## src/rtl/fpu_req_arbiter_pkg.sv

```systemverilog
// Shared types and constants for the FPU request arbiter.
// Holds the FPU opcode enum, the controller state enum, the latched
// request record and the exception flag layout.
package fpu_arb_pkg;

   typedef enum logic [2:0] {
      ADD  = 3'd0,
      SUB  = 3'd1,
      MUL  = 3'd2,
      DIV  = 3'd3,
      SQRT = 3'd4
   } fpu_op_e;

   typedef enum logic [1:0] {
      IDLE  = 2'd0,
      ISSUE = 2'd1,
      WAIT  = 2'd2,
      RESP  = 2'd3
   } arb_state_e;

   typedef struct packed {
      fpu_op_e     op;
      logic [1:0]  rmode;
      logic [31:0] opa;
      logic [31:0] opb;
   } fpu_req_t;

   // Canonical quiet NaN returned when the watchdog ends an operation.
   localparam logic [31:0] QNAN = 32'h7FC0_0000;

   // Exception flag bit positions: {invalid, divzero, overflow, underflow, inexact}.
   localparam int unsigned EXC_INVALID   = 4;
   localparam int unsigned EXC_DIVZERO   = 3;
   localparam int unsigned EXC_OVERFLOW  = 2;
   localparam int unsigned EXC_UNDERFLOW = 1;
   localparam int unsigned EXC_INEXACT   = 0;

   // Flags reported with a watchdog response: invalid only.
   localparam logic [4:0] EXC_TIMEOUT = 5'(1 << EXC_INVALID);

endpackage

```

## src/rtl/fpu_req_arbiter_if.sv

```systemverilog
// Bus interface between the requesters, the arbiter and the FPU core.
// slave  : the arbiter side (accepts requests, drives responses and the FPU).
// master : the requester/FPU side (drives requests, FPU completion).
interface fpu_req_arbiter_if #(
   parameter int unsigned NUM_REQ = 4
);
   localparam int unsigned IDW = $clog2(NUM_REQ);

   logic [NUM_REQ-1:0]    req_valid;
   logic [NUM_REQ-1:0]    req_ready;
   logic [NUM_REQ*3-1:0]  req_op;
   logic [NUM_REQ*2-1:0]  req_rmode;
   logic [NUM_REQ*32-1:0] req_opa;
   logic [NUM_REQ*32-1:0] req_opb;

   logic [NUM_REQ-1:0]    resp_valid;
   logic [NUM_REQ-1:0]    resp_ready;
   logic [31:0]           resp_result;
   logic [4:0]            resp_exc;
   logic                  resp_timeout;

   logic                  fpu_start;
   logic [2:0]            fpu_op;
   logic [1:0]            fpu_rmode;
   logic [31:0]           fpu_opa;
   logic [31:0]           fpu_opb;
   logic                  fpu_done;
   logic [31:0]           fpu_result;
   logic [4:0]            fpu_exc;

   logic                  busy;
   logic [IDW-1:0]        grant_id;

   modport slave (
      input  req_valid, req_op, req_rmode, req_opa, req_opb,
      input  resp_ready,
      input  fpu_done, fpu_result, fpu_exc,
      output req_ready,
      output resp_valid, resp_result, resp_exc, resp_timeout,
      output fpu_start, fpu_op, fpu_rmode, fpu_opa, fpu_opb,
      output busy, grant_id
   );

   modport master (
      output req_valid, req_op, req_rmode, req_opa, req_opb,
      output resp_ready,
      output fpu_done, fpu_result, fpu_exc,
      input  req_ready,
      input  resp_valid, resp_result, resp_exc, resp_timeout,
      input  fpu_start, fpu_op, fpu_rmode, fpu_opa, fpu_opb,
      input  busy, grant_id
   );

endinterface

```

## src/rtl/fpu_req_arbiter_rr.sv

```systemverilog
// Combinational round-robin picker: returns the first set request bit at
// or after the pointer, wrapping modulo NUM_REQ, as a one-hot grant and
// an index.
module fpu_rr_arbiter #(
   parameter int unsigned NUM_REQ = 4,
   localparam int unsigned IDW    = $clog2(NUM_REQ)
) (
   input  logic [NUM_REQ-1:0] i_req,
   input  logic [IDW-1:0]     i_ptr,
   output logic [NUM_REQ-1:0] o_grant,
   output logic [IDW-1:0]     o_idx,
   output logic               o_valid
);

   // Scan candidates in priority order starting from the pointer.
   always_comb begin
      o_grant = '0;
      o_idx   = '0;
      o_valid = 1'b0;
      for (int unsigned k = 0; k < NUM_REQ; k++) begin
         for (int unsigned j = 0; j < NUM_REQ; j++) begin
            if (!o_valid && i_req[j] && (j == (32'(i_ptr) + k) % NUM_REQ)) begin
               o_valid    = 1'b1;
               o_idx      = IDW'(j);
               o_grant[j] = 1'b1;
            end
         end
      end
   end

endmodule

```

## src/rtl/fpu_req_arbiter.sv

```systemverilog
// Shares one non-pipelined, variable-latency FPU among NUM_REQ requesters.
// Round-robin request selection, single op in flight, valid/ready response
// returned to the owning requester.
// Optional watchdog: define FPU_ARB_TIMEOUT_EN to end a WAIT that exceeds
// TIMEOUT_CYCLES with a QNaN/invalid response flagged by resp_timeout.
import fpu_arb_pkg::*;

module fpu_req_arbiter #(
   parameter int unsigned NUM_REQ        = 4,
   parameter int unsigned TIMEOUT_CYCLES = 64
) (
   input  logic               clk,
   input  logic               rst_n,
   fpu_req_arbiter_if.slave   bus
);

   localparam int unsigned IDW = $clog2(NUM_REQ);

   arb_state_e         r_state;
   arb_state_e         w_state_nxt;
   logic [IDW-1:0]     r_rr_ptr;
   logic [IDW-1:0]     r_grant_id;
   fpu_req_t           r_req;
   fpu_req_t           w_sel_req;
   logic [31:0]        r_result;
   logic [4:0]         r_exc;

   logic [NUM_REQ-1:0] w_win_onehot;
   logic [IDW-1:0]     w_win_idx;
   logic               w_win_valid;
   logic               w_accept;
   logic               w_resp_hs;
   logic               w_to_fire;
   logic [NUM_REQ-1:0] w_req_ready;
   logic [NUM_REQ-1:0] w_resp_valid;
   logic               w_fpu_start;

   fpu_rr_arbiter #(
      .NUM_REQ (NUM_REQ)
   ) u_rr (
      .i_req   (bus.req_valid),
      .i_ptr   (r_rr_ptr),
      .o_grant (w_win_onehot),
      .o_idx   (w_win_idx),
      .o_valid (w_win_valid)
   );

   assign w_accept  = (r_state == IDLE) && w_win_valid;
   assign w_resp_hs = (r_state == RESP) && bus.resp_ready[r_grant_id];

   // Mux the winning requester's fields out of the flattened request buses.
   always_comb begin
      w_sel_req = '0;
      for (int unsigned i = 0; i < NUM_REQ; i++) begin
         if (w_win_onehot[i]) begin
            w_sel_req.op    = fpu_op_e'(bus.req_op[3*i +: 3]);
            w_sel_req.rmode = bus.req_rmode[2*i +: 2];
            w_sel_req.opa   = bus.req_opa[32*i +: 32];
            w_sel_req.opb   = bus.req_opb[32*i +: 32];
         end
      end
   end

`ifdef FPU_ARB_TIMEOUT_EN
   localparam int unsigned TOW = $clog2(TIMEOUT_CYCLES + 1);

   logic [TOW-1:0] r_wait_cnt;
   logic           r_timeout;

   // Count WAIT cycles; cleared while issuing so WAIT always starts at zero.
   always_ff @(posedge clk or negedge rst_n) begin
      if (!rst_n) begin
         r_wait_cnt <= '0;
      end else if (r_state == ISSUE) begin
         r_wait_cnt <= '0;
      end else if (r_state == WAIT) begin
         r_wait_cnt <= r_wait_cnt + 1'b1;
      end
   end

   // Fires in the last WAIT cycle so RESP starts TIMEOUT_CYCLES after WAIT entry.
   assign w_to_fire = (r_state == WAIT) && !bus.fpu_done &&
                      (r_wait_cnt == TOW'(TIMEOUT_CYCLES - 1));

   // Remember whether the pending response came from the watchdog.
   always_ff @(posedge clk or negedge rst_n) begin
      if (!rst_n) begin
         r_timeout <= 1'b0;
      end else if (r_state == WAIT) begin
         r_timeout <= w_to_fire;
      end
   end

   assign bus.resp_timeout = r_timeout && (r_state == RESP);
`else
   logic w_unused_timeout_cfg;

   assign w_to_fire            = 1'b0;
   assign w_unused_timeout_cfg = ^TIMEOUT_CYCLES;
   assign bus.resp_timeout     = 1'b0;
`endif

   // State register.
   always_ff @(posedge clk or negedge rst_n) begin
      if (!rst_n) begin
         r_state <= IDLE;
      end else begin
         r_state <= w_state_nxt;
      end
   end

   // Next-state logic and state-decoded handshake outputs.
   always_comb begin
      w_state_nxt  = r_state;
      w_req_ready  = '0;
      w_resp_valid = '0;
      w_fpu_start  = 1'b0;
      unique case (r_state)
         IDLE: begin
            w_req_ready = w_win_onehot;
            if (w_win_valid) begin
               w_state_nxt = ISSUE;
            end
         end
         ISSUE: begin
            w_fpu_start = 1'b1;
            w_state_nxt = WAIT;
         end
         WAIT: begin
            if (bus.fpu_done || w_to_fire) begin
               w_state_nxt = RESP;
            end
         end
         RESP: begin
            for (int unsigned i = 0; i < NUM_REQ; i++) begin
               w_resp_valid[i] = (r_grant_id == IDW'(i));
            end
            if (w_resp_hs) begin
               w_state_nxt = IDLE;
            end
         end
         default: begin
            w_state_nxt = IDLE;
         end
      endcase
   end

   // Latch the granted request and its owner on acceptance; held through RESP.
   always_ff @(posedge clk or negedge rst_n) begin
      if (!rst_n) begin
         r_req      <= '0;
         r_grant_id <= '0;
      end else if (w_accept) begin
         r_req      <= w_sel_req;
         r_grant_id <= w_win_idx;
      end
   end

   // Advance the round-robin pointer past the owner once its response is taken.
   always_ff @(posedge clk or negedge rst_n) begin
      if (!rst_n) begin
         r_rr_ptr <= '0;
      end else if (w_resp_hs) begin
         r_rr_ptr <= (r_grant_id == IDW'(NUM_REQ - 1)) ? '0 : r_grant_id + 1'b1;
      end
   end

   // Capture the FPU completion (or watchdog result) only while waiting.
   always_ff @(posedge clk or negedge rst_n) begin
      if (!rst_n) begin
         r_result <= '0;
         r_exc    <= '0;
      end else if (r_state == WAIT) begin
         if (bus.fpu_done) begin
            r_result <= bus.fpu_result;
            r_exc    <= bus.fpu_exc;
         end else if (w_to_fire) begin
            r_result <= QNAN;
            r_exc    <= EXC_TIMEOUT;
         end
      end
   end

   assign bus.req_ready   = w_req_ready;
   assign bus.resp_valid  = w_resp_valid;
   assign bus.resp_result = r_result;
   assign bus.resp_exc    = r_exc;
   assign bus.fpu_start   = w_fpu_start;
   assign bus.fpu_op      = r_req.op;
   assign bus.fpu_rmode   = r_req.rmode;
   assign bus.fpu_opa     = r_req.opa;
   assign bus.fpu_opb     = r_req.opb;
   assign bus.busy        = (r_state != IDLE);
   assign bus.grant_id    = r_grant_id;

endmodule

```

## src/flat_wrapper.sv

```systemverilog
// flat-port wrapper written by rule: the top's interface ports become plain ports
module fpu_req_arbiter_flat 
#(
   parameter int unsigned NUM_REQ        = 4,
   parameter int unsigned TIMEOUT_CYCLES = 64
)
  (clk, rst_n, bus_req_valid, bus_req_op, bus_req_rmode, bus_req_opa, bus_req_opb, bus_resp_ready, bus_fpu_done, bus_fpu_result, bus_fpu_exc, bus_req_ready, bus_resp_valid, bus_resp_result, bus_resp_exc, bus_resp_timeout, bus_fpu_start, bus_fpu_op, bus_fpu_rmode, bus_fpu_opa, bus_fpu_opb, bus_busy, bus_grant_id);
  fpu_req_arbiter_if #(.NUM_REQ(NUM_REQ)) bus_i ();
  input  logic clk;
  input  logic rst_n;
  input wire logic [$bits(bus_i.req_valid)-1:0] bus_req_valid;
  input wire logic [$bits(bus_i.req_op)-1:0] bus_req_op;
  input wire logic [$bits(bus_i.req_rmode)-1:0] bus_req_rmode;
  input wire logic [$bits(bus_i.req_opa)-1:0] bus_req_opa;
  input wire logic [$bits(bus_i.req_opb)-1:0] bus_req_opb;
  input wire logic [$bits(bus_i.resp_ready)-1:0] bus_resp_ready;
  input wire logic [$bits(bus_i.fpu_done)-1:0] bus_fpu_done;
  input wire logic [$bits(bus_i.fpu_result)-1:0] bus_fpu_result;
  input wire logic [$bits(bus_i.fpu_exc)-1:0] bus_fpu_exc;
  output wire logic [$bits(bus_i.req_ready)-1:0] bus_req_ready;
  output wire logic [$bits(bus_i.resp_valid)-1:0] bus_resp_valid;
  output wire logic [$bits(bus_i.resp_result)-1:0] bus_resp_result;
  output wire logic [$bits(bus_i.resp_exc)-1:0] bus_resp_exc;
  output wire logic [$bits(bus_i.resp_timeout)-1:0] bus_resp_timeout;
  output wire logic [$bits(bus_i.fpu_start)-1:0] bus_fpu_start;
  output wire logic [$bits(bus_i.fpu_op)-1:0] bus_fpu_op;
  output wire logic [$bits(bus_i.fpu_rmode)-1:0] bus_fpu_rmode;
  output wire logic [$bits(bus_i.fpu_opa)-1:0] bus_fpu_opa;
  output wire logic [$bits(bus_i.fpu_opb)-1:0] bus_fpu_opb;
  output wire logic [$bits(bus_i.busy)-1:0] bus_busy;
  output wire logic [$bits(bus_i.grant_id)-1:0] bus_grant_id;
  assign bus_i.req_valid = bus_req_valid;
  assign bus_i.req_op = bus_req_op;
  assign bus_i.req_rmode = bus_req_rmode;
  assign bus_i.req_opa = bus_req_opa;
  assign bus_i.req_opb = bus_req_opb;
  assign bus_i.resp_ready = bus_resp_ready;
  assign bus_i.fpu_done = bus_fpu_done;
  assign bus_i.fpu_result = bus_fpu_result;
  assign bus_i.fpu_exc = bus_fpu_exc;
  assign bus_req_ready = bus_i.req_ready;
  assign bus_resp_valid = bus_i.resp_valid;
  assign bus_resp_result = bus_i.resp_result;
  assign bus_resp_exc = bus_i.resp_exc;
  assign bus_resp_timeout = bus_i.resp_timeout;
  assign bus_fpu_start = bus_i.fpu_start;
  assign bus_fpu_op = bus_i.fpu_op;
  assign bus_fpu_rmode = bus_i.fpu_rmode;
  assign bus_fpu_opa = bus_i.fpu_opa;
  assign bus_fpu_opb = bus_i.fpu_opb;
  assign bus_busy = bus_i.busy;
  assign bus_grant_id = bus_i.grant_id;
  fpu_req_arbiter #(.NUM_REQ(NUM_REQ), .TIMEOUT_CYCLES(TIMEOUT_CYCLES)) u_core (.clk(clk), .rst_n(rst_n), .bus(bus_i));
endmodule
```

## config.mk

```make
export PLATFORM = sky130hd
export DESIGN_NAME = fpu_req_arbiter_flat
export DESIGN_NICKNAME = d
export VERILOG_FILES = /design/src/rtl/fpu_req_arbiter_pkg.sv /design/src/rtl/fpu_req_arbiter_if.sv /design/src/rtl/fpu_req_arbiter_rr.sv /design/src/rtl/fpu_req_arbiter.sv /design/src/flat_wrapper.sv
export SDC_FILE = /design/constraint.sdc
export NUM_CORES = 1
export LEC_CHECK = 0
export BUFFER_PORTS_ARGS = -buffer_cell sky130_fd_sc_hd__buf_4
export CORE_AREA = 5 5 167 169
export CTS_CLUSTER_SIZE = 30
export DETAILED_ROUTE_END_ITERATION = 10
export DIE_AREA = 0 0 172 174
export PLACE_DENSITY = 0.59
export SETUP_SLACK_MARGIN = 0.4
export SKIP_CTS_REPAIR_TIMING = 1
export SYNTH_ARGS = -nofsm -noshare
export SYNTH_HDL_FRONTEND = slang
export SYNTH_SLANG_ARGS = --single-unit
```

## constraint.sdc

```tcl
create_clock -name clk -period 1.7 [get_ports clk]
set_input_delay 0.085 -clock clk [delete_from_list [all_inputs] [get_ports clk]]
set_output_delay 0.085 -clock clk [all_outputs]
set_load 0.01 [all_outputs]
```

==> flow_summary_export.csv, run 1 <==
group,metric,value,unit
timing,whs,-0.00527,ns
timing,fmax,494,MHz
global_route,first_global_vias,8275,
power_and_ir_drop,ir_drop,785,uV
die,initial_core_util,0.266,
die,die_x,172,um
outcome,status,"complete, but fails checks",
synthesis,netlist_instances,768,
final_layout,final_util,0.519,
worst_hold_path,hp-class,"in -> reg",
clock_network,cts_buffers,9,
synthesis,ys.warnings.count,0,
worst_hold_path,worstHoldEndpoint,"u_core.bus.fpu_opa[6]",
synthesis,yosysUniqueCellTypes,38,
timing,layout_setup_ws,-0.323,ns
global_route,grt_max_degree,62,
place,gp_congestion,0.825,
synthesis,syn_area_per_cell,9.15,um2
synthesis,synth-edff-count,0,
clock_network,cts_tree,"built",
timing,relSlewSlack,0.635,
clock_network,clock-sinks,112,
place,place_ws,-0.272,ns
place,place_area,11700,um2
clock_network,clk_path_buf_depth,2,
timing,timing.setup.tns,-17.58,ns
die,die_area,29900,um2
outcome,violations,"hold timing, setup timing",
timing,tightest_slew,0.545,ns
critical_path,crit_path_max_fanout,18,
final_layout,antenna_cells,0,
synthesis,synth.top_cell.area_share,0.399,
drt,drt_wl_total,36100,um
timing,min_period_over_period,1.19,
place,port-buffer-count,441,
critical_path,r2r_end,"u_core.bus.fpu_opa[8]",
final_layout,nNetsFinal,1623,
power_and_ir_drop,p_per_area,1500,nW/um2
clock_network,htreeDepth,3,
drt,vias,8076,
final_layout,area_delta_synth_final,95.3,%
drt,ant_nets,0,
critical_path,reg2reg_setup_slack,-0.32,ns
synthesis,async_flop_share,1.00,
global_route,grt_use_total,0.200,
critical_path,r2r_start,"u_core.r_rr_ptr[0]",
drt,drtIter0Drc,331,
critical_path,path_buf_inv,2,
global_route,grt_overflow,0,
die,pin_count,443,
final_layout,drive_gt1_frac,0.579,
place,dp_hpwl,24300,um
synthesis,synth_nets,1100,
synthesis,yosysSeqAreaShare,0.399,
die,num_rows,60,
clock_network,clk_latency,0.37,ns
critical_path,startpoint_type,"flop",
worst_hold_path,hold_start,"bus_req_opa[38]",
critical_path,crit_arrival,2.26,ns
drt,drcViolationCount,0,
global_route,antenna_found_initial,0,
critical_path,critPathCaptureType,"flop",
synthesis,synthFlopType,"dfrtp_1",
global_route,grt_pass1_wl,46600,um
final_layout,instances_no_fill,1637,
power_and_ir_drop,p_total,20.7,mW
place,numPlacedInstances,1542,
synthesis,synth_commonest_cells,"dfrtp_1 (112), inv_1 (78), nor2_1 (75), nand2_1 (74), o21ai_0 (73)",
timing,hold_viol,4,
critical_path,slowest_delay,0.45,ns
critical_path,critPathTopFamily,"compound AO/OA/AOI/OAI gates",
critical_path,crit_required,1.94,ns
power_and_ir_drop,leakage,6.56,nW
timing,drv_slew,0,
timing,setup_viol,74,
worst_hold_path,min_path_cells,3,
final_layout,fin_area,13700,um2
critical_path,cp_cell_sequence,"nand2b_4, a311o_2, buf_4, clkbuf_16, and3_1, a2111oi_2, o21ai_1",
timing,finClkSkew,0.0133,ns
drt,drt-vias-per-instance,4.93,
clock_network,cts-root-buf,"clkbuf_16",
timing,layout_min_cycle_time,2.02,ns
drt,wl_per_cell,22.0,um
critical_path,r2r_cells,7,
critical_path,path_class,"reg -> reg",
synthesis,yosys.cell_count.top_type,"dfrtp_1",
drt,firstDrtPassIters,6,
synthesis,synth_area,7030,um2
critical_path,crit_slowest_cell,"dfrtp_2",
clock_network,clk_pin_slew,0.08,ns
synthesis,synth-seq-cells,112,
die,core,26400,um2
die,die_h,174,um
synthesis,ys_top_cells_by_area,"dfrtp_1 (40%), a2111oi_2 (15%), mux2_2 (6.2%)",
timing,rsz0062_at_grt,"yes",
run,maxCapViolCount,0,
synthesis,synth_largest_area_cell,"dfrtp_1",
==> how the worst max path moves through the flow <==
stage	cells after the start	endpoint	slack [ns]	start
finish	7	u_core.bus.fpu_opa[8]	-0.32	u_core.r_rr_ptr[0]
global route	7	u_core.bus.fpu_opa[19]	-0.38	u_core.r_rr_ptr[0]
CTS	7	bus_req_ready[3]	-0.44	u_core.r_rr_ptr[1]
detailed placement	6	u_core.bus.fpu_opb[20]	-0.27	u_core.r_rr_ptr[1]
global placement	6	u_core.bus.fpu_opa[31]	-0.22	u_core.r_rr_ptr[1]
floorplan	8	u_core.bus.fpu_opb[14]	-0.08	u_core.r_rr_ptr[0]
==> worst min-delay path, cell delays in order <==
cell       delay (ns)
buf_4            0.08
a2111oi_2        0.05
o21ai_1          0.10
==> layout make-up <==
class	count	area, um2
Inverter	78	303
Fill cell	2457	12700
Sequential cell	112	2810
Multi-Input combinational cell	519	4910
Clock inverter	7	78.8
Timing Repair Buffer	571	4980
Tap cell	341	427
Clock buffer	9	225
==> layer usage <==
metal,share of wire,up-vias,global-route usage
li1,-,3752,-
met1,0.39,3934,0.235
met2,0.52,339,0.361
met3,0.076,51,0.0505
met4,0.021,0,0.0501
met5,0,-,0
==> logic make-up after synthesis <==
kind of cell               Yosys count  share of synthesized area
AOI/OAI and AO/OA                  228                      0.271
other                                1                   0.000534
and+or+nand+nor                    235                      0.156
buffers and inverters              144                     0.0936
DFF                                112                      0.399
muxes                               40                     0.0657
adders and majority gates            8                     0.0142
==> flip-flops by register name, indices dropped and copies added, names as in the netlist <==
signal	count
u_core.bus.fpu_opa	32
u_core.bus.fpu_opb	32
u_core.bus.resp_result	32
u_core.bus.resp_exc	5
u_core.bus.fpu_op	3
u_core.bus.fpu_rmode	2
u_core.bus.grant_id	2
u_core.r_rr_ptr	2
u_core.r_state	2
==> placed cells by master, fill, tap and decap left out, types with 4 or more instances in the layout <==
master and count:
buf_4 471, dfrtp_1 108, inv_1 73, nor2_1 72, nand2_1 72, o21ai_0 70
o21ai_1 70, a2111oi_4 49, and3_4 44, dlygate4sd3_1 42, mux2_4 36, and3_1 26
buf_12 25, a2111oi_2 20, buf_6 20, clkbuf_16 19, ha_4 8, nand2_8 6
nor2_4 5, and2_4 4, dfrtp_2 4
==> where the power goes <==
part,total (mW),leakage [nW],switching [mW],internal [mW]
Clock,2.26,0.148,1.21,1.06
Combinational,13.6,5.04,6.42,7.20
Sequential,4.77,1.38,0.826,3.94
Total,20.6,6.56,8.46,12.2
(Power assumes the default switching activity.)
==> run 2, diff against run 1 <==
Settings changed: ABC_AREA set to 1, CORE_AREA 5 5 167 169 to 5 5 170 172, DIE_AREA 0 0 172 174 to 0 0 175 177.
==> run 2 against run 1 <==
  * The flow finishes with violations (setup timing)
  * Cell count up 26%
  * Core utilization decreased by 1.4 points
  * First-iteration DRC count rose by 47%
  * Sequential share of layout area decreased by 0.14 points
  * Fmax is 20% lower
  * Global-route usage down 0.50 points
  * Sequential power is 3% higher
  * Highest routed layer is now met5
==> flow_summary_export.csv, run 2 <==
group,metric,value,unit
critical_path,critPathCaptureType,"output pin",
global_route,first_global_vias,8716,
timing,layout_min_cycle_time,2.54,ns
critical_path,r2r_cells,15,
drt,drtIter0Drc,485,
power_and_ir_drop,p_total,25.4,mW
synthesis,synth_commonest_cells,"nand2_1 (578), inv_1 (162), dfrtp_1 (112), nand3_1 (80), a21oi_1 (75)",
synthesis,synthFlopType,"dfrtp_1",
synthesis,syn_area_per_cell,6.47,um2
synthesis,netlist_instances,1161,
timing,setup_viol,77,
die,die_h,177,um
power_and_ir_drop,p_per_area,1840,nW/um2
synthesis,ys.warnings.count,0,
timing,timing.setup.tns,-56.66,ns
timing,rsz0062_at_grt,"yes",
die,die_area,31000,um2
critical_path,crit_arrival,2.46,ns
clock_network,clk_path_buf_depth,2,
timing,layout_setup_ws,-0.844,ns
place,place_ws,-0.676,ns
worst_hold_path,min_path_cells,5,
synthesis,synth-edff-count,0,
critical_path,reg2reg_setup_slack,-0.84,ns
critical_path,r2r_end,"u_core.bus.fpu_rmode[1]",
drt,firstDrtPassIters,5,
global_route,grt_max_degree,60,
clock_network,cts_tree,"built",
synthesis,synth.top_cell.area_share,0.373,
synthesis,synth_area,7510,um2
final_layout,final_common_cell,"nand2_1",
critical_path,r2r_start,"u_core.r_rr_ptr[1]",
outcome,status,"complete, but fails checks",
drt,drt_wl_total,36000,um
timing,fmax,393,MHz
critical_path,path_class,"reg -> out",
synthesis,synth_largest_area_cell,"dfrtp_1",
drt,vias,9258,
timing,whs,0.0338,ns
final_layout,drive_gt1_frac,0.432,
drt,wl_per_cell,17.5,um
place,place_area,11800,um2
worst_hold_path,hold_start,"bus_req_opb[64]",
run,maxCapViolCount,0,
synthesis,ys_top_cells_by_area,"dfrtp_1 (37%), nand2_1 (29%), inv_1 (8.1%)",
global_route,grt_use_total,0.195,
place,gp_congestion,0.865,
drt,drcViolationCount,0,
critical_path,crit_path_max_fanout,7,
clock_network,htreeDepth,3,
synthesis,synth-seq-cells,112,
worst_hold_path,worstHoldEndpoint,"u_core.bus.fpu_opb[0]",
global_route,grt_pass1_wl,48000,um
clock_network,cts-root-buf,"clkbuf_16",
place,dp_hpwl,25100,um
timing,drv_slew,0,
synthesis,synth_nets,1493,
die,die_x,175,um
critical_path,crit_required,1.62,ns
global_route,grt_overflow,0,
synthesis,yosys.cell_count.top_type,"nand2_1",
final_layout,antenna_cells,0,
synthesis,async_flop_share,1.00,
die,core,27300,um2
drt,drt-vias-per-instance,4.50,
final_layout,instances_no_fill,2057,
place,port-buffer-count,441,
final_layout,nNetsFinal,2038,
die,pin_count,443,
clock_network,clk_pin_slew,0.09,ns
clock_network,clk_latency,0.35,ns
power_and_ir_drop,leakage,7.93,nW
timing,finClkSkew,0.0105,ns
final_layout,fin_area,13800,um2
final_layout,mostFrequentLayoutCells,"nand2_1 (545), buf_4 (490), inv_1 (150), dfrtp_1 (108), nand3_1 (73)",
clock_network,clock-sinks,112,
clock_network,cts_buffers,9,
timing,min_period_over_period,1.50,
die,initial_core_util,0.275,
global_route,antenna_found_initial,1,
critical_path,startpoint_type,"flop",
synthesis,yosysSeqAreaShare,0.373,
die,num_rows,61,
place,numPlacedInstances,1950,
final_layout,final_util,0.506,
drt,ant_nets,0,
worst_hold_path,hp-class,"in -> reg",
synthesis,yosysUniqueCellTypes,30,
final_layout,area_delta_synth_final,84.1,%
power_and_ir_drop,ir_drop,766,uV
timing,hold_viol,0,
outcome,violations,"setup timing",
## run 2: cell types whose count changed in the layout (fill, tap and decap cells not counted), sizes merged, moves of 58 or more
cell | previous run | this run
a2111oi | 69 | 0
a21oi | 5 | 75
and3 | 70 | 0
inv | 82 | 165
nand2 | 79 | 583
nand3 | 0 | 80
nor2 | 77 | 19
o21ai | 143 | 4
## run 2: kinds of logic after synthesis
logic type,count (synthesis),synth area share
AOI/OAI and AO/OA,84,0.0585
adders and majority gates,8,0.0133
buffers and inverters,224,0.124
DFF,112,0.373
muxes,37,0.0555
other,1,0.000500
and+or+nand+nor,695,0.374
## run 2: how the worst max path moves through the flow
stage,from,to,slack [ns],depth (start not counted)
floorplan,u_core.r_rr_ptr[1],u_core.bus.fpu_opb[14],-0.38,15
global placement,u_core.r_rr_ptr[1],u_core.bus.fpu_opb[5],-0.59,13
detailed placement,u_core.r_rr_ptr[1],u_core.bus.fpu_rmode[1],-0.68,14
CTS,u_core.r_rr_ptr[1],bus_req_ready[3],-0.95,14
global route,u_core.r_rr_ptr[1],u_core.bus.fpu_rmode[1],-0.97,15
finish,u_core.r_rr_ptr[1],bus_req_ready[3],-0.84,14
## run 2: worst max-delay path: stages, from the launching register on
cell,delay (ns)
dfrtp_2,0.46
inv_2,0.07
nand3_2,0.08
nand2_2,0.08
nor2_4,0.12
nand4_4,0.11
nor2_4,0.14
nand4_4,0.12
nor2_4,0.19
nand4_4,0.16
nor2_4,0.16
nor2_4,0.08
buf_12,0.14
nor2_4,0.08
buf_6,0.10
## run 2: routing by layer
metal	global-route usage	vias up	wire length [um]
met5	0	-	20
met4	0.0416	2	525
met3	0.0562	36	2430
met2	0.347	336	18400
met1	0.236	4278	14700
li1	-	4606	-
## run 2: report_power, final
part	switching [mW]	internal (mW)	total (mW)	leakage, nW
combinational	9.60	8.47	18.1	6.39
sequential	0.880	4.01	4.89	1.37
clock	1.14	1.33	2.48	0.166
total	11.6	13.8	25.4	7.93
## run 2: area by class of cell
cell class,count,area [um2]
inverter,163,621
multi-input combinational,826,4440
sequential,112,2810
timing repair buffer,594,5180
clock inverter,7,111
clock buffer,9,225
tap,346,433
fill,2680,13500
==> run 3, diff against run 2 <==
Settings changed: CORE_AREA 5 5 170 172 to 5 5 169 171, DIE_AREA 0 0 175 177 to 0 0 174 176, SYNTH_HIERARCHICAL set to 1.
==> run 3 against run 2 <==
  * The run still ends with setup timing left
  * Flip-flop and latch count unchanged
  * Non-clock buffer count increased by 32
  * Critical endpoint is now bus_req_ready[2]
  * Largest power group unchanged
  * Global-route usage decreased by 0.31 points
==> flow_summary_export.csv, run 3 <==
group,metric,value,unit
place,gp_congestion,0.873,
die,num_rows,60,
critical_path,crit_path_start,"u_core/r_rr_ptr[0]",
final_layout,mostFrequentLayoutCells,"buf_4 (507), nand2_1 (503), a21oi_1 (131), dfrtp_1 (108), inv_1 (83)",
synthesis,synth_area,7390,um2
power_and_ir_drop,p_per_area,1840,nW/um2
clock_network,clock-sinks,112,
run,maxCapViolCount,0,
final_layout,antenna_cells,0,
drt,wl_per_cell,17.7,um
critical_path,crit_arrival,2.49,ns
place,port-buffer-count,441,
timing,finClkSkew,0.0179,ns
drt,drt_wl_total,36000,um
timing,hold_viol,0,
clock_network,htreeDepth,3,
timing,min_period_over_period,1.51,
drt,vias,9437,
critical_path,critPathCaptureType,"output pin",
final_layout,n_fill_cell,2601,
clock_network,clk_latency,0.37,ns
timing,setup_viol,77,
global_route,grt_max_degree,70,
synthesis,yosysUniqueCellTypes,29,
clock_network,cts_tree,"built",
outcome,violations,"setup timing",
die,die_h,176,um
clock_network,cts-root-buf,"clkbuf_16",
timing,fmax,388,MHz
drt,firstDrtPassIters,5,
synthesis,yosysSeqAreaShare,0.379,
final_layout,final_util,0.519,
timing,rsz0062_at_grt,"yes",
synthesis,synthFlopType,"dfrtp_1",
power_and_ir_drop,leakage,7.70,nW
timing,drv_slew,0,
synthesis,netlist_instances,1114,
clock_network,clk_pin_slew,0.09,ns
outcome,status,"complete, but fails checks",
critical_path,startpoint_type,"flop",
synthesis,yosys.cell_count.top_type,"nand2_1",
synthesis,ys_top_cells_by_area,"dfrtp_1 (38%), nand2_1 (27%), a21oi_1 (9.5%)",
global_route,grt_pass1_wl,47600,um
critical_path,crit_required,1.62,ns
worst_hold_path,min_path_cells,5,
die,pin_count,443,
global_route,grt_overflow,0,
timing,timing.setup.tns,-61.54,ns
global_route,first_global_vias,8773,
timing,layout_min_cycle_time,2.57,ns
power_and_ir_drop,ir_drop,757,uV
synthesis,synth_largest_area_cell,"dfrtp_1",
die,die_area,30600,um2
drt,drcViolationCount,0,
final_layout,nNetsFinal,2012,
drt,drt-vias-per-instance,4.66,
worst_hold_path,hold_start,"bus_req_opb[71]",
synthesis,synth_nets,1446,
synthesis,synth_commonest_cells,"nand2_1 (527), a21oi_1 (140), dfrtp_1 (112), inv_1 (98), o21ai_0 (62)",
clock_network,clk_path_buf_depth,2,
synthesis,synth-seq-cells,112,
synthesis,synth-edff-count,0,
die,core,26700,um2
timing,layout_setup_ws,-0.874,ns
synthesis,synth.top_cell.area_share,0.379,
critical_path,path_class,"reg -> out",
final_layout,final_common_cell,"buf_4",
synthesis,ys.warnings.count,6,
synthesis,syn_area_per_cell,6.63,um2
worst_hold_path,hp-class,"in -> reg",
critical_path,crit_path_max_fanout,8,
critical_path,r2r_cells,19,
drt,drtIter0Drc,443,
drt,ant_nets,0,
place,dp_hpwl,24500,um
critical_path,r2r_start,"u_core/r_rr_ptr[0]",
final_layout,area_delta_synth_final,87.9,%
synthesis,async_flop_share,1.00,
die,die_x,174,um
clock_network,cts_buffers,9,
global_route,grt_use_total,0.192,
place,place_area,11900,um2
die,initial_core_util,0.276,
global_route,antenna_found_initial,2,
final_layout,fin_area,13900,um2
final_layout,drive_gt1_frac,0.437,
[run 3: cell count changes in the layout (fill, tap and decap cells not counted), moves of 17 or more]
cell / before / now
buf_4: 490 / 507
a21oi_2: 39 / 9
nand2_1: 545 / 503
a21oi_1: 31 / 131
o21ai_0: 1 / 24
nand3_1: 73 / 5
o21ai_1: 1 / 34
inv_1: 150 / 83
[run 3: cells by family after synthesis]
kind of cell               count (synthesis)  synth area share
and+or+nand+nor                          571             0.306
AOI/OAI and AO/OA                        214             0.145
buffers and inverters                    171            0.0986
DFF                                      112             0.379
muxes                                     37            0.0564
adders and majority gates                  8            0.0136
other                                      1          0.000508
[run 3: final timing paths]
path	to	slack (ns)
max	bus_req_ready[2]	-0.87
min	u_core/bus.fpu_opb[7]	0.02
max reg2reg	u_core/bus.fpu_opb[10]	-0.84
min reg2reg	u_core/bus.fpu_opb[26]	0.48
max in group asynchronous	u_core/bus.fpu_opb[10]	1.06
min in group asynchronous	u_core/bus.fpu_opa[6]	0.24
[run 3: layer usage]
layer	GRT usage	part of all wire	wire length, um	vias up
met2	0.341	0.51	18200	364
met3	0.0527	0.072	2600	49
met4	0.0492	0.021	762	4
met1	0.230	0.40	14400	4395
met5	0	0.00061	22	-
li1	-	-	-	4625
[run 3: power by group]
group | switching (mW) | internal [mW]
Combinational | 9.35 | 9.10
Sequential | 0.851 | 3.95
Clock | 1.20 | 1.04
Total | 11.4 | 14.1
[run 3: worst max-delay path: stages (launching register included)]
cell and delay (ns):
dfrtp_2 0.47, nor2_4 0.07, nand2_2 0.11, nand3_4 0.10, nor2_4 0.14, nand4_4 0.10
nor2_4 0.12, nand4_4 0.13, nor2_4 0.14, nand4_1 0.12, nand4_1 0.17, buf_6 0.14
buf_12 0.12, nand2_2 0.05, inv_2 0.05, buf_6 0.09
[run 3: per-stage QoR]
step	power, mW	setup slack (ns)	instances	hold slack, ns
after global routing	27.4	-1.02	2026	0.0291
final	25.5	-0.874	2026	0.0155
after CTS	21.6	-1.12	1914	-0.305
after detailed placement	19.2	-0.974	1898	0.0980
after global placement	19.1	-0.899	1898	0.0934
after floorplan	13.2	-0.462	1114	-0.211
[run 3: layout make-up]
| cell class | instances | area (um2) | share of cell area |
|---|---|---|---|
| clock inverter | 7 | 72.6 | 0.00523 |
| timing repair buffer | 626 | 5620 | 0.405 |
| inverter | 99 | 382 | 0.0275 |
| sequential | 112 | 2810 | 0.202 |
| multi-input combinational | 832 | 4350 | 0.313 |
| tap | 341 | 427 | 0.0307 |
| clock buffer | 9 | 225 | 0.0162 |
